===== src/rtl/pipeline_types.sv =====
// Shared pipeline types for the edge-detect -> pulse-timer -> bit-decode path.
//   edges_t        : single-cycle rising/falling strobes from an edge detector
//   pt_state_e     : per-channel pulse timer state
//   pulse_result_t : one captured measurement {width, level, sat, overrun}
// The result width field is PT_WIDTH bits wide. Timers built with a narrower
// counter zero-extend their measurement into it.
package pipeline_types;

  localparam int PT_WIDTH = 10;

  typedef struct packed {
    logic rising;
    logic falling;
  } edges_t;

  typedef enum logic [1:0] {
    PT_IDLE = 2'd0,
    PT_HIGH = 2'd1,
    PT_LOW  = 2'd2
  } pt_state_e;

  typedef struct packed {
    logic [PT_WIDTH-1:0] width;    // measured length in clock cycles
    logic                level;    // 1 = high pulse, 0 = low period
    logic                sat;      // counter hit its maximum value
    logic                overrun;  // replaced a result that was never taken
  } pulse_result_t;

endpackage


===== src/rtl/pulse_timer_channel.sv =====
// One pulse-timer channel: state machine, width counter, result register and
// valid/ready handshake.
// Optional feature macro: PULSE_TIMER_TIMEOUT_EN (idle-low timeout strobe).
// Ports:
//   i_clk      clock
//   i_reset_n  asynchronous active-low reset
//   i_edges    rising/falling strobes for this channel
//   i_ready    downstream takes the held result this cycle
//   o_valid    a result is held
//   o_result   the held result
//   o_busy     channel is timing (HIGH or LOW)
//   o_timeout  one-cycle strobe when the idle-low threshold is reached
module pulse_timer_channel
  import pipeline_types::*;
#(
  parameter int WIDTH          = 10,
  parameter int MEASURE_LOW    = 0,
  parameter int TIMEOUT_CYCLES = 500
) (
  input  logic          i_clk,
  input  logic          i_reset_n,
  input  edges_t        i_edges,
  input  logic          i_ready,
  output logic          o_valid,
  output pulse_result_t o_result,
  output logic          o_busy,
  output logic          o_timeout
);

  localparam logic [WIDTH-1:0] CNT_MAX = {WIDTH{1'b1}};

  if (WIDTH < 1 || WIDTH > PT_WIDTH) begin : g_bad_width
    $error("pulse_timer_channel: WIDTH must be in 1..PT_WIDTH");
  end
  if (TIMEOUT_CYCLES < 1 || TIMEOUT_CYCLES >= 2**WIDTH) begin : g_bad_timeout
    $error("pulse_timer_channel: TIMEOUT_CYCLES must be in 1..2**WIDTH-1");
  end

  pt_state_e        state, state_d;
  logic [WIDTH-1:0] cnt;
  logic [WIDTH-1:0] cnt_inc;
  logic             rise, fall;
  logic             capture;
  logic             timeout_hit;
  pulse_result_t    cap_result;

  assign rise    = i_edges.rising;
  assign fall    = i_edges.falling;
  // Falling is handled before rising, so a HIGH channel seeing both strobes
  // still captures; a LOW channel captures only on rising.
  assign capture = (state == PT_HIGH && fall) || (state == PT_LOW && rise);
  assign cnt_inc = (cnt == CNT_MAX) ? CNT_MAX : cnt + 1'b1;

  always_comb begin
    cap_result         = '0;
    cap_result.width   = PT_WIDTH'(cnt_inc);
    cap_result.level   = (state == PT_HIGH);
    cap_result.sat     = (cnt_inc == CNT_MAX);
    // Only a load over an untaken result is an overrun; a load in the same
    // cycle as a transfer is clean.
    cap_result.overrun = o_valid && !i_ready;
  end

`ifdef PULSE_TIMER_TIMEOUT_EN
  // The idle timer arms when a high pulse ends without a restart. With
  // MEASURE_LOW=0 it runs while the FSM sits in IDLE after that pulse.
  localparam logic [WIDTH-1:0] IDLE_LAST = WIDTH'(TIMEOUT_CYCLES - 1);

  logic             idle_armed;
  logic [WIDTH-1:0] idle_cnt;
  logic             arm;

  assign arm         = (state == PT_HIGH) && fall && !rise;
  assign timeout_hit = idle_armed && !rise && (idle_cnt == IDLE_LAST);

  always_ff @(posedge i_clk or negedge i_reset_n) begin
    if (!i_reset_n) begin
      idle_armed <= 1'b0;
      idle_cnt   <= '0;
    end else if (arm) begin
      idle_armed <= 1'b1;
      idle_cnt   <= '0;
    end else if (rise || timeout_hit) begin
      idle_armed <= 1'b0;
      idle_cnt   <= '0;
    end else if (idle_armed) begin
      idle_cnt   <= idle_cnt + 1'b1;
    end
  end
`else
  assign timeout_hit = 1'b0;
`endif

  // State register.
  always_ff @(posedge i_clk or negedge i_reset_n) begin
    if (!i_reset_n) state <= PT_IDLE;
    // NOTE: registers take non-blocking assignments so every flop samples
    // the pre-edge values regardless of block ordering.
    else            state <= state_d;
  end

  // Next-state logic.
  always_comb begin
    // NOTE: the default assignment up front keeps every path assigned, so no
    // latch is inferred for state_d.
    state_d = state;
    unique case (state)
      PT_IDLE: if (rise) state_d = PT_HIGH;
      PT_HIGH: if (fall && !rise) state_d = (MEASURE_LOW != 0) ? PT_LOW : PT_IDLE;
      PT_LOW: begin
        if (rise)             state_d = PT_HIGH;
        else if (timeout_hit) state_d = PT_IDLE;
      end
      default: state_d = PT_IDLE;
    endcase
  end

  // Outputs decoded from state.
  always_comb begin
    o_busy    = (state != PT_IDLE);
    o_timeout = timeout_hit;
  end

  // Counter, result register and handshake.
  always_ff @(posedge i_clk or negedge i_reset_n) begin
    if (!i_reset_n) begin
      cnt      <= '0;
      o_valid  <= 1'b0;
      // NOTE: the result register is reset as well, so downstream never sees
      // stale fields after reset even though o_valid qualifies them.
      o_result <= '0;
    end else begin
      if (rise || capture || state_d == PT_IDLE) cnt <= '0;
      else                                       cnt <= cnt_inc;

      if (capture) begin
        o_valid  <= 1'b1;
        o_result <= cap_result;
      end else if (o_valid && i_ready) begin
        o_valid  <= 1'b0;
      end
    end
  end

endmodule


===== src/rtl/pulse_timer_mc.sv =====
// Multi-channel pulse timer: NUM_CH independent pulse_timer_channel instances,
// each measuring high pulses (and low periods when MEASURE_LOW=1) between
// edge strobes and handing results downstream with valid/ready.
// Optional feature macro: PULSE_TIMER_TIMEOUT_EN (per-channel idle timeout).
// Ports:
//   i_clk      clock
//   i_reset_n  asynchronous active-low reset
//   i_edges    per-channel rising/falling strobes
//   i_ready    per-channel downstream ready
//   o_valid    per-channel result valid
//   o_result   per-channel result {width, level, sat, overrun}
//   o_busy     per-channel timing in progress
//   o_timeout  per-channel one-cycle idle-timeout strobe
module pulse_timer_mc
  import pipeline_types::*;
#(
  parameter int WIDTH          = 10,
  parameter int NUM_CH         = 4,
  parameter int MEASURE_LOW    = 0,
  parameter int TIMEOUT_CYCLES = 500
) (
  input  logic                       i_clk,
  input  logic                       i_reset_n,
  input  edges_t        [NUM_CH-1:0] i_edges,
  input  logic          [NUM_CH-1:0] i_ready,
  output logic          [NUM_CH-1:0] o_valid,
  output pulse_result_t [NUM_CH-1:0] o_result,
  output logic          [NUM_CH-1:0] o_busy,
  output logic          [NUM_CH-1:0] o_timeout
);

  for (genvar ch = 0; ch < NUM_CH; ch++) begin : g_ch
    pulse_timer_channel #(
      .WIDTH          (WIDTH),
      .MEASURE_LOW    (MEASURE_LOW),
      .TIMEOUT_CYCLES (TIMEOUT_CYCLES)
    ) u_channel (
      .i_clk     (i_clk),
      .i_reset_n (i_reset_n),
      .i_edges   (i_edges[ch]),
      .i_ready   (i_ready[ch]),
      .o_valid   (o_valid[ch]),
      .o_result  (o_result[ch]),
      .o_busy    (o_busy[ch]),
      .o_timeout (o_timeout[ch])
    );
  end

endmodule

===== config.mk =====
export PLATFORM = sky130hd
export DESIGN_NAME = pulse_timer_mc
export DESIGN_NICKNAME = d
export VERILOG_FILES = /design/src/rtl/pipeline_types.sv /design/src/rtl/pulse_timer_channel.sv /design/src/rtl/pulse_timer_mc.sv
export SDC_FILE = /design/constraint.sdc
export NUM_CORES = 1
export LEC_CHECK = 0
export CAP_MARGIN = 20
export CORE_UTILIZATION = 55
export DETAILED_ROUTE_END_ITERATION = 12
export HOLD_SLACK_MARGIN = 0.05
export PLACE_DENSITY = 0.91
export SYNTH_ARGS = -nofsm -noshare
export SYNTH_HDL_FRONTEND = slang
export SYNTH_SLANG_ARGS = --single-unit

===== constraint.sdc =====
create_clock -name i_clk -period 3.1 [get_ports i_clk]
set_clock_uncertainty 0.2 [all_clocks]
set_input_delay 0.93 -clock i_clk [delete_from_list [all_inputs] [get_ports i_clk]]
set_output_delay 0.93 -clock i_clk [all_outputs]
set_load 0.02 [all_outputs]

# Word-level counts from Yosys, hierarchy flattened

Cells that the tools add are included.

Flip-flop bits (word level): 104
Input bits: 14
Logic and storage cells: 136

Add/sub/neg operators: 4
Eq/ne operators: 16
Multiplexer cells: 28
Reductions and logical operators: 60

Operators with widths:

| kind                  | count |
|---|---|
| $eq 10x10->1 const B  | 8 |
| $mux 10               | 8 |
| $add 10x1->10 const B | 4 |
| $logic_and 1x1->1     | 20 |
| $logic_not 2->1       | 8 |
| $mux 2                | 8 |
| $pmux 2 s2            | 4 |
| $reduce_bool 2->1     | 8 |
| $logic_or 1x1->1      | 12 |
| $eq 2x1->1 const B    | 4 |
| $eq 2x2->1 const B    | 4 |
| $logic_not 1->1       | 8 |
| $mux 1                | 8 |
| $reduce_or 2->1       | 4 |

# Longest topological paths before layout

Gate-level depths: netlist (run 1).

Depth in word-level cells: 7
Depth in mapped cells: 6
Gate-level depth less buffers: 6

# Hierarchy

Synthesis (run 1) repeated with hierarchy kept, for this count alone.

Cell total of the unflattened synthesis: 508
Area total of the unflattened synthesis: 4979.8 sq um

By module, submodules not included:

| module              | instances | cells an instance | area each (sq um) | sequential area each (sq um) |
|---|---|---|---|---|
| pulse_timer_channel | 4         | 127               | 1244.9            | 650.6 |

# Worst setup path after synthesis (run 1)

Ideal clock, no wire load.

Path kind: reg2out
Start point: reg g_ch[2].u_channel.state[1]
End point: out o_busy[2]
Arrival: 0.931 ns
Path slack: 1.039 ns
Cell stages (with the launch flop): 4
Buffers on the path: 2
Cell sequence: dfrtp_1 -> clkbuf_1 -> or2_2 -> buf_4

Longest elaborated chain between the ends: 1

RTL lines:

| item                   | RTL line                   | text |
|---|---|---|
| from (decl)            | pulse_timer_channel.sv:39  | `pt_state_e state, state_d;` |
| from (signal assigned) | pulse_timer_channel.sv:99  | `else state <= state_d;` |
| $reduce_bool 2->1      | pulse_timer_channel.sv:120 | `o_busy = (state != PT_IDLE);` |
| to (decl)              | pulse_timer_mc.sv:28       | `output logic [NUM_CH-1:0] o_busy,` |

Every way passes these cells.

# Worst setup path after layout (run 1)

Start point: reg g_ch[1].u_channel.state[1]
End point: out o_busy[1]

Longest elaborated chain between the ends: 1

RTL lines:

| item                   | RTL line |
|---|---|
| from (decl)            | pulse_timer_channel.sv:39 |
| from (signal assigned) | pulse_timer_channel.sv:99 |
| $reduce_bool 2->1      | pulse_timer_channel.sv:120 |

Every way passes these cells.

==> reports/metrics.cfg, run 1 <==
[detailed_routing]
drtAntennaViolNets = 0
viasPerCell = 5.80
wirelength_um = 10100
drc_errors = 0
num_vias = 3877
firstDrtPassIters = 6
drt_iter0_drc = 142
drt-wirelength-per-cell_um = 15.0

[yosys]
synth_area_um2 = 4780
synthTopCellsByArea = dfrtp_1, nor2_1, nand2_1
syn_area_per_cell_um2 = 9.72
yosysUniqueCellTypes = 56
yosys.area.top_type = dfrtp_1
synth-edff-count = 0
synth-seq-cells = 104
synth_top_area_share_pct = 54.4
yosysWarnings = 0
ys.flop_type = dfrtp_1
synth_cells = 492
async_reset_ff_share_pct = 100
yosysSeqAreaShare_pct = 54.4

[clock_tree]
tritoncts = built
cts.sinks = 104
path_clk_slew_ns = 0.11
clockBufferDepth = 2
cts_inserted_buffers = 9
clock-root-buffer = clkbuf_8
cts_resized = 0
cts_setup_buffers = 0
cts_max_level = 3
ctsHoldBuffers = 0
insertion_delay_ns = 0.37

[worst_setup_path]
cp_slowest_cell = clkdlybuf4s50_1
cp-endpoint = o_busy[1]
worstSetupEndpointType = primary output
worstPathCellList = or2_2, clkdlybuf4s50_1
required_ns = 1.97
cp_data_arrival_time_ns = 1.69
r2r_slack_ns = 0.74
critPathBufInv = 1
critical_path.max_fanout = 8
start_kind = flip-flop
crit_start = g_ch[1].u_channel.state[1]
timing.critical_path.slowest_cell_delay_ns = 0.54
r2r_cells = 6
cp_num_cells = 2
setup.worst_path.class = reg2out
rr_endpoint = g_ch[3].u_channel.o_result[1]
r2r_start = g_ch[3].u_channel.cnt[0]
cp_top_family = buffers and inverters

[pwr]
power_density_nw_per_um2 = 451
p_total_mw = 2.58
p_leak_nw = 2.38
vdd_drop_max_uv = 366

[hold_path]
hp-class = reg2reg

[layout]
nNetsFinal = 576
synthToLayoutAreaGrowth_pct = 19.8
multiInputGateArea_um2 = 2000
antenna_cells = 0
fillers = 666
drive_above_1_share_pct = 6.75
seq_area_um2 = 2600

[floorplan]
die_area_um2 = 9070
die_x_um = 95.2
die-height_um = 95.2
rows = 33
design.core.area_um2 = 8300
start_util_pct = 57.6
io_pins = 78

[placement]
dp_hpwl_um = 7270
post-place-ws_ns = 0.428
gp_congestion = 0.889
port-buffer-count = 73

[sta]
fin_ws_ns = 0.282
fmax_mhz = 355
rsz0062_at_grt = false
min_period_ns = 2.82
tightest_slew_ns = 0.629
fin_hold_ws_ns = 0.276
period_share_pct = 90.9
maxSlewHeadroom_pct = 57.8
finalHoldViolations = 0
setup_viol = 0
slew_violations = 0
setup_tns_ns = 0

[global_route]
grt_max_degree = 53
grt_overflow = 0
grt_usage_pct = 23.9
grt_pass1_vias = 3761
grt_pass1_wl_um = 16800
antenna_found_initial = 0

[status]
outcome = finished clean

[run]
cap_violations = 0

## synthesized netlist by cell type (2+ instances only)
library cell	instances
buf_2	2
or2_2	5
nor3b_1	2
nand4_1	5
dfrtp_1	104
nand3_1	17
xor2_1	4
o31ai_1	4
nor2_1	61
a31oi_1	21
and4b_1	2
nor3_1	8
nand4b_1	3
buf_6	2
nand2b_1	15
and2_1	2
a21oi_1	37
xnor2_1	9
a22oi_1	3
nor2b_1	5
clkbuf_1	10
a31o_1	2
o21ai_1	4
and3_1	8
mux2i_1	8
inv_1	7
nand3_2	2
o21ai_0	37
ha_1	4
nand3b_1	4
o21a_1	4
buf_4	12
nand2_1	56
## placed cells by master (no fill, tap or decap), drive strengths merged, types with 5 or more instances in the layout
cell,instances
nor2,61
nor3,8
nand2,56
nand4,6
o31ai,5
nand2b,15
a31oi,21
clkdlybuf4s50,72
o21ai,41
a21oi,37
nand3,19
mux2i,8
and3,9
nor2b,5
clkbuf,9
buf,6
xnor2,9
dfrtp,104
inv,10
or2,6
## power breakdown
part           internal, mW  switching [mW]  leakage (nW)  total (mW)
clock network         0.309           0.493        0.0976       0.803
registers              1.41          0.0383          1.36        1.45
logic                 0.145           0.186         0.927       0.331
## through the flow
step | utilization (%) | instances | cell area [µm²]
after global routing | 69.0 | 668 | 5730
after CTS | 69.0 | 668 | 5730
final | 69.0 | 668 | 5730
after detailed placement | 66.8 | 652 | 5540
after global placement | 66.8 | 652 | 5540
after floorplan | - | 495 | 4790
## metal layers
metal | track usage, % | vias to the layer above | wire (µm)
met5 | 0 | - | 0
met4 | 8.71 | 0 | 113
met3 | 5.10 | 13 | 552
met2 | 41.3 | 144 | 5180
met1 | 29.3 | 1864 | 4200
li1 | - | 1856 | -
## logic make-up after synthesis
family	share of synthesized area (%)
multiplexers	1.91
XOR/XNOR	2.38
other	0.0784
flip-flops	54.4
AO/OA/AOI/OAI	15.6
AND/OR/NAND/NOR	20.6
buffers and inverters	3.90
adder cells (fa/ha/maj)	1.05
## sequential cells by signal (all words and copies together) (netlist names)
| name | flops |
|---|---|
| g_ch.u_channel.cnt | 40 |
| g_ch.u_channel.o_result | 52 |
| g_ch.u_channel.o_valid | 4 |
| g_ch.u_channel.state | 8 |
## worst min-delay path by stage
stage	start	to	slack (ns)	cells past startpoint
after floorplan	g_ch[0].u_channel.o_valid	g_ch[0].u_channel.o_valid	0.27	2
after global placement	g_ch[1].u_channel.o_result[11]	g_ch[1].u_channel.o_result[11]	0.25	2
after detailed placement	g_ch[1].u_channel.o_result[11]	g_ch[1].u_channel.o_result[11]	0.26	2
after CTS	g_ch[1].u_channel.o_result[11]	g_ch[1].u_channel.o_result[11]	0.29	2
after global routing	i_reset_n	g_ch[3].u_channel.cnt[7]	0.31	1
final	g_ch[1].u_channel.o_result[11]	g_ch[1].u_channel.o_result[11]	0.28	2
## cell type report
type                    instances  share of cell area, %
clock inverters                 7                   1.09
inverters                       7                  0.459
flip-flops and latches        104                   45.4
repair buffers                 78                   13.6
multi-input cells             358                   35.0
well taps                     105                   2.29
clock buffers                   9                   2.16
## worst min-delay path, cell delays in order (launching register included)
cell	delay, ns
dfrtp_1	0.35
nand2_1	0.05
nand2_1	0.05
No activity file was read; power rests on OpenSTA's default activity.
==> inputs of run 2 (changes only) <==
--- a/config.mk
+++ b/config.mk
@@ -6,8 +6,11 @@
 export NUM_CORES = 1
 export LEC_CHECK = 0
 export CAP_MARGIN = 20
+export CORE_MARGIN = 5
 export CORE_UTILIZATION = 55
+export CTS_CLUSTER_DIAMETER = 100
 export DETAILED_ROUTE_END_ITERATION = 12
+export GPL_TIMING_DRIVEN = 0
 export HOLD_SLACK_MARGIN = 0.05
 export PLACE_DENSITY = 0.91
 export SYNTH_ARGS = -nofsm -noshare
==> reports/metrics.cfg, run 2 (same netlist as run 1, synthesis figures left out) <==
[sta]
rsz0062_at_grt = false
min_period_ns = 2.99  ; +0.168 ns
tightest_slew_ns = 0.728  ; +0.0986 ns
setup_viol = 0  ; unchanged
setup_tns_ns = 0  ; unchanged
period_share_pct = 96.3  ; +5.4 points
finalHoldViolations = 0  ; unchanged
maxSlewHeadroom_pct = 51.2  ; -6.6 points
slew_violations = 0  ; unchanged
fmax_mhz = 335  ; -5.6%

[floorplan]
design.core.area_um2 = 8590  ; +3.5%
die_x_um = 103  ; +8.4%
io_pins = 78  ; unchanged
die_area_um2 = 10700  ; +18%
die-height_um = 103  ; +8.4%
rows = 34  ; +3.0%
start_util_pct = 55.6  ; -2.0 points

[layout]
reg_top3 = g_ch.u_channel.o_result x52, g_ch.u_channel.cnt x40, g_ch.u_channel.state x8
drive_above_1_share_pct = 8.55  ; +1.8 points
largest_register = g_ch.u_channel.o_result
final_common_cell = dfrtp_1
antenna_cells = 0  ; unchanged
synthToLayoutAreaGrowth_pct = 23.5
largest_reg_flops = 52  ; unchanged
nNetsFinal = 598  ; +3.8%
final_util_pct = 68.8  ; -0.28 points
mostFrequentLayoutCells = dfrtp_1, clkdlybuf4s50_1, nor2_1

[global_route]
grt_pass1_wl_um = 17200  ; +2.0%
grt_max_degree = 54  ; +1.9%
grt_overflow = 0  ; unchanged
met3_usage_pct = 3.76  ; -1.3 points
grt_pass1_vias = 3729  ; -0.85%
antenna_found_initial = 0  ; unchanged
use_met1_pct = 26.4  ; -2.9 points
use_met2_pct = 33.1  ; -8.1 points
top_usage_layer = met2
grt_usage_pct = 20.2  ; -3.7 points

[hold_path]
hp-start = g_ch[2].u_channel.o_result[11]
hp-class = reg2reg

[worst_setup_path]
required_ns = 1.97  ; about the same
critPathBufInv = 3  ; +2
setup.worst_path.class = reg2out
r2r_slack_ns = 0.74  ; about the same
cp_slowest_cell = clkdlybuf4s50_1
timing.critical_path.slowest_cell_delay_ns = 0.53  ; about the same
crit_start = g_ch[2].u_channel.state[1]
cp_data_arrival_time_ns = 1.86  ; +0.17 ns
worstSetupEndpointType = primary output
r2r_start = g_ch[3].u_channel.cnt[0]
critical_path.max_fanout = 8  ; unchanged
start_kind = flip-flop
worstPathCellList = clkbuf_1, or2_2, buf_4, clkdlybuf4s50_1
cp_top_family = buffers and inverters

[detailed_routing]
drt-wirelength-per-cell_um = 14.7  ; -2.5%
drc_errors = 0  ; unchanged
wirelength_um = 10200  ; +1.1%
drt_iter0_drc = 108  ; -24%
num_vias = 3894  ; +0.44%
viasPerCell = 5.62  ; -3.2%
firstDrtPassIters = 4  ; -2
drtAntennaViolNets = 0  ; unchanged

[pwr]
p_leak_nw = 2.47  ; +3.9%
vdd_drop_max_uv = 321  ; -12%
power_density_nw_per_um2 = 464  ; +3.0%
p_total_mw = 2.74  ; +6.2%

[clock_tree]
cts.sinks = 104  ; unchanged
clock-root-buffer = clkbuf_8
insertion_delay_ns = 0.37  ; about the same
path_clk_slew_ns = 0.10  ; about the same
cts_inserted_buffers = 9  ; unchanged
cts_max_level = 3  ; unchanged
cts_resized = 0  ; unchanged
cts_setup_buffers = 0  ; unchanged
tritoncts = built
clockBufferDepth = 2  ; unchanged
ctsHoldBuffers = 0  ; unchanged

[run]
cap_violations = 0  ; unchanged

[placement]
port-buffer-count = 73  ; unchanged
dp_hpwl_um = 7460  ; +2.6%
gp_congestion = 0.922  ; +3.8%

[status]
outcome = finished clean

[run 2: changes by cell type in the layout (fill, tap and decap cells not counted), sizes merged]
cell / previous run / this run
bufinv: 0 / 2
clkbuf: 9 / 19
clkinv: 4 / 2
buf: 6 / 18
[run 2: area by class of cell]
| type | count | area (µm²) |
|---|---|---|
| sequential | 104 | 2600 |
| fill | 628 | 2690 |
| buffer | 26 | 160 |
| tap | 108 | 135 |
| multi-input combinational | 358 | 2000 |
| clock inverter | 7 | 100 |
| timing repair buffer | 74 | 756 |
| clock buffer | 9 | 124 |
| inverter | 7 | 26.3 |
[run 2: path summary, 6_finish.rpt]
path,endpoint,cells past startpoint
worst max-delay path,o_busy[2],4
worst min-delay path,g_ch[2].u_channel.o_result[11],2
worst max register to register,g_ch[3].u_channel.o_result[1],6
worst min register to register,g_ch[2].u_channel.o_result[11],2
max in group asynchronous,g_ch[2].u_channel.cnt[6],2
min in group asynchronous,g_ch[1].u_channel.o_result[11],1
[run 2: tightest hold or removal path, stage by stage (launching register included)]
cell	delay, ns
dfrtp_1	0.35
nand2_1	0.05
o21ai_0	0.06
[run 2: per-stage QoR]
stage	setup slack [ns]	area, µm²	hold WS (ns)	instances
3_5_place_dp	0.263	5680	0.264	677
5_1_grt	0.00180	5910	0.309	693
2_1_floorplan	1.04	4790	0.270	495
4_1_cts	0.0905	5910	0.289	693
6_report	0.114	5910	0.288	693
3_3_place_gp	-2.81	5660	0.253	676
[run 2: power breakdown]
part	switching [mW]	internal [mW]	leakage, nW
combinational	0.191	0.158	1.00
clock	0.482	0.464	0.115
sequential	0.0375	1.41	1.36
[run 2: metal layers]
metal / vias up / part of all wire [%]
met5: - / 0
met4: 0 / 2.1
met3: 23 / 4.8
met2: 111 / 50
met1: 1875 / 43
li1: 1885 / -
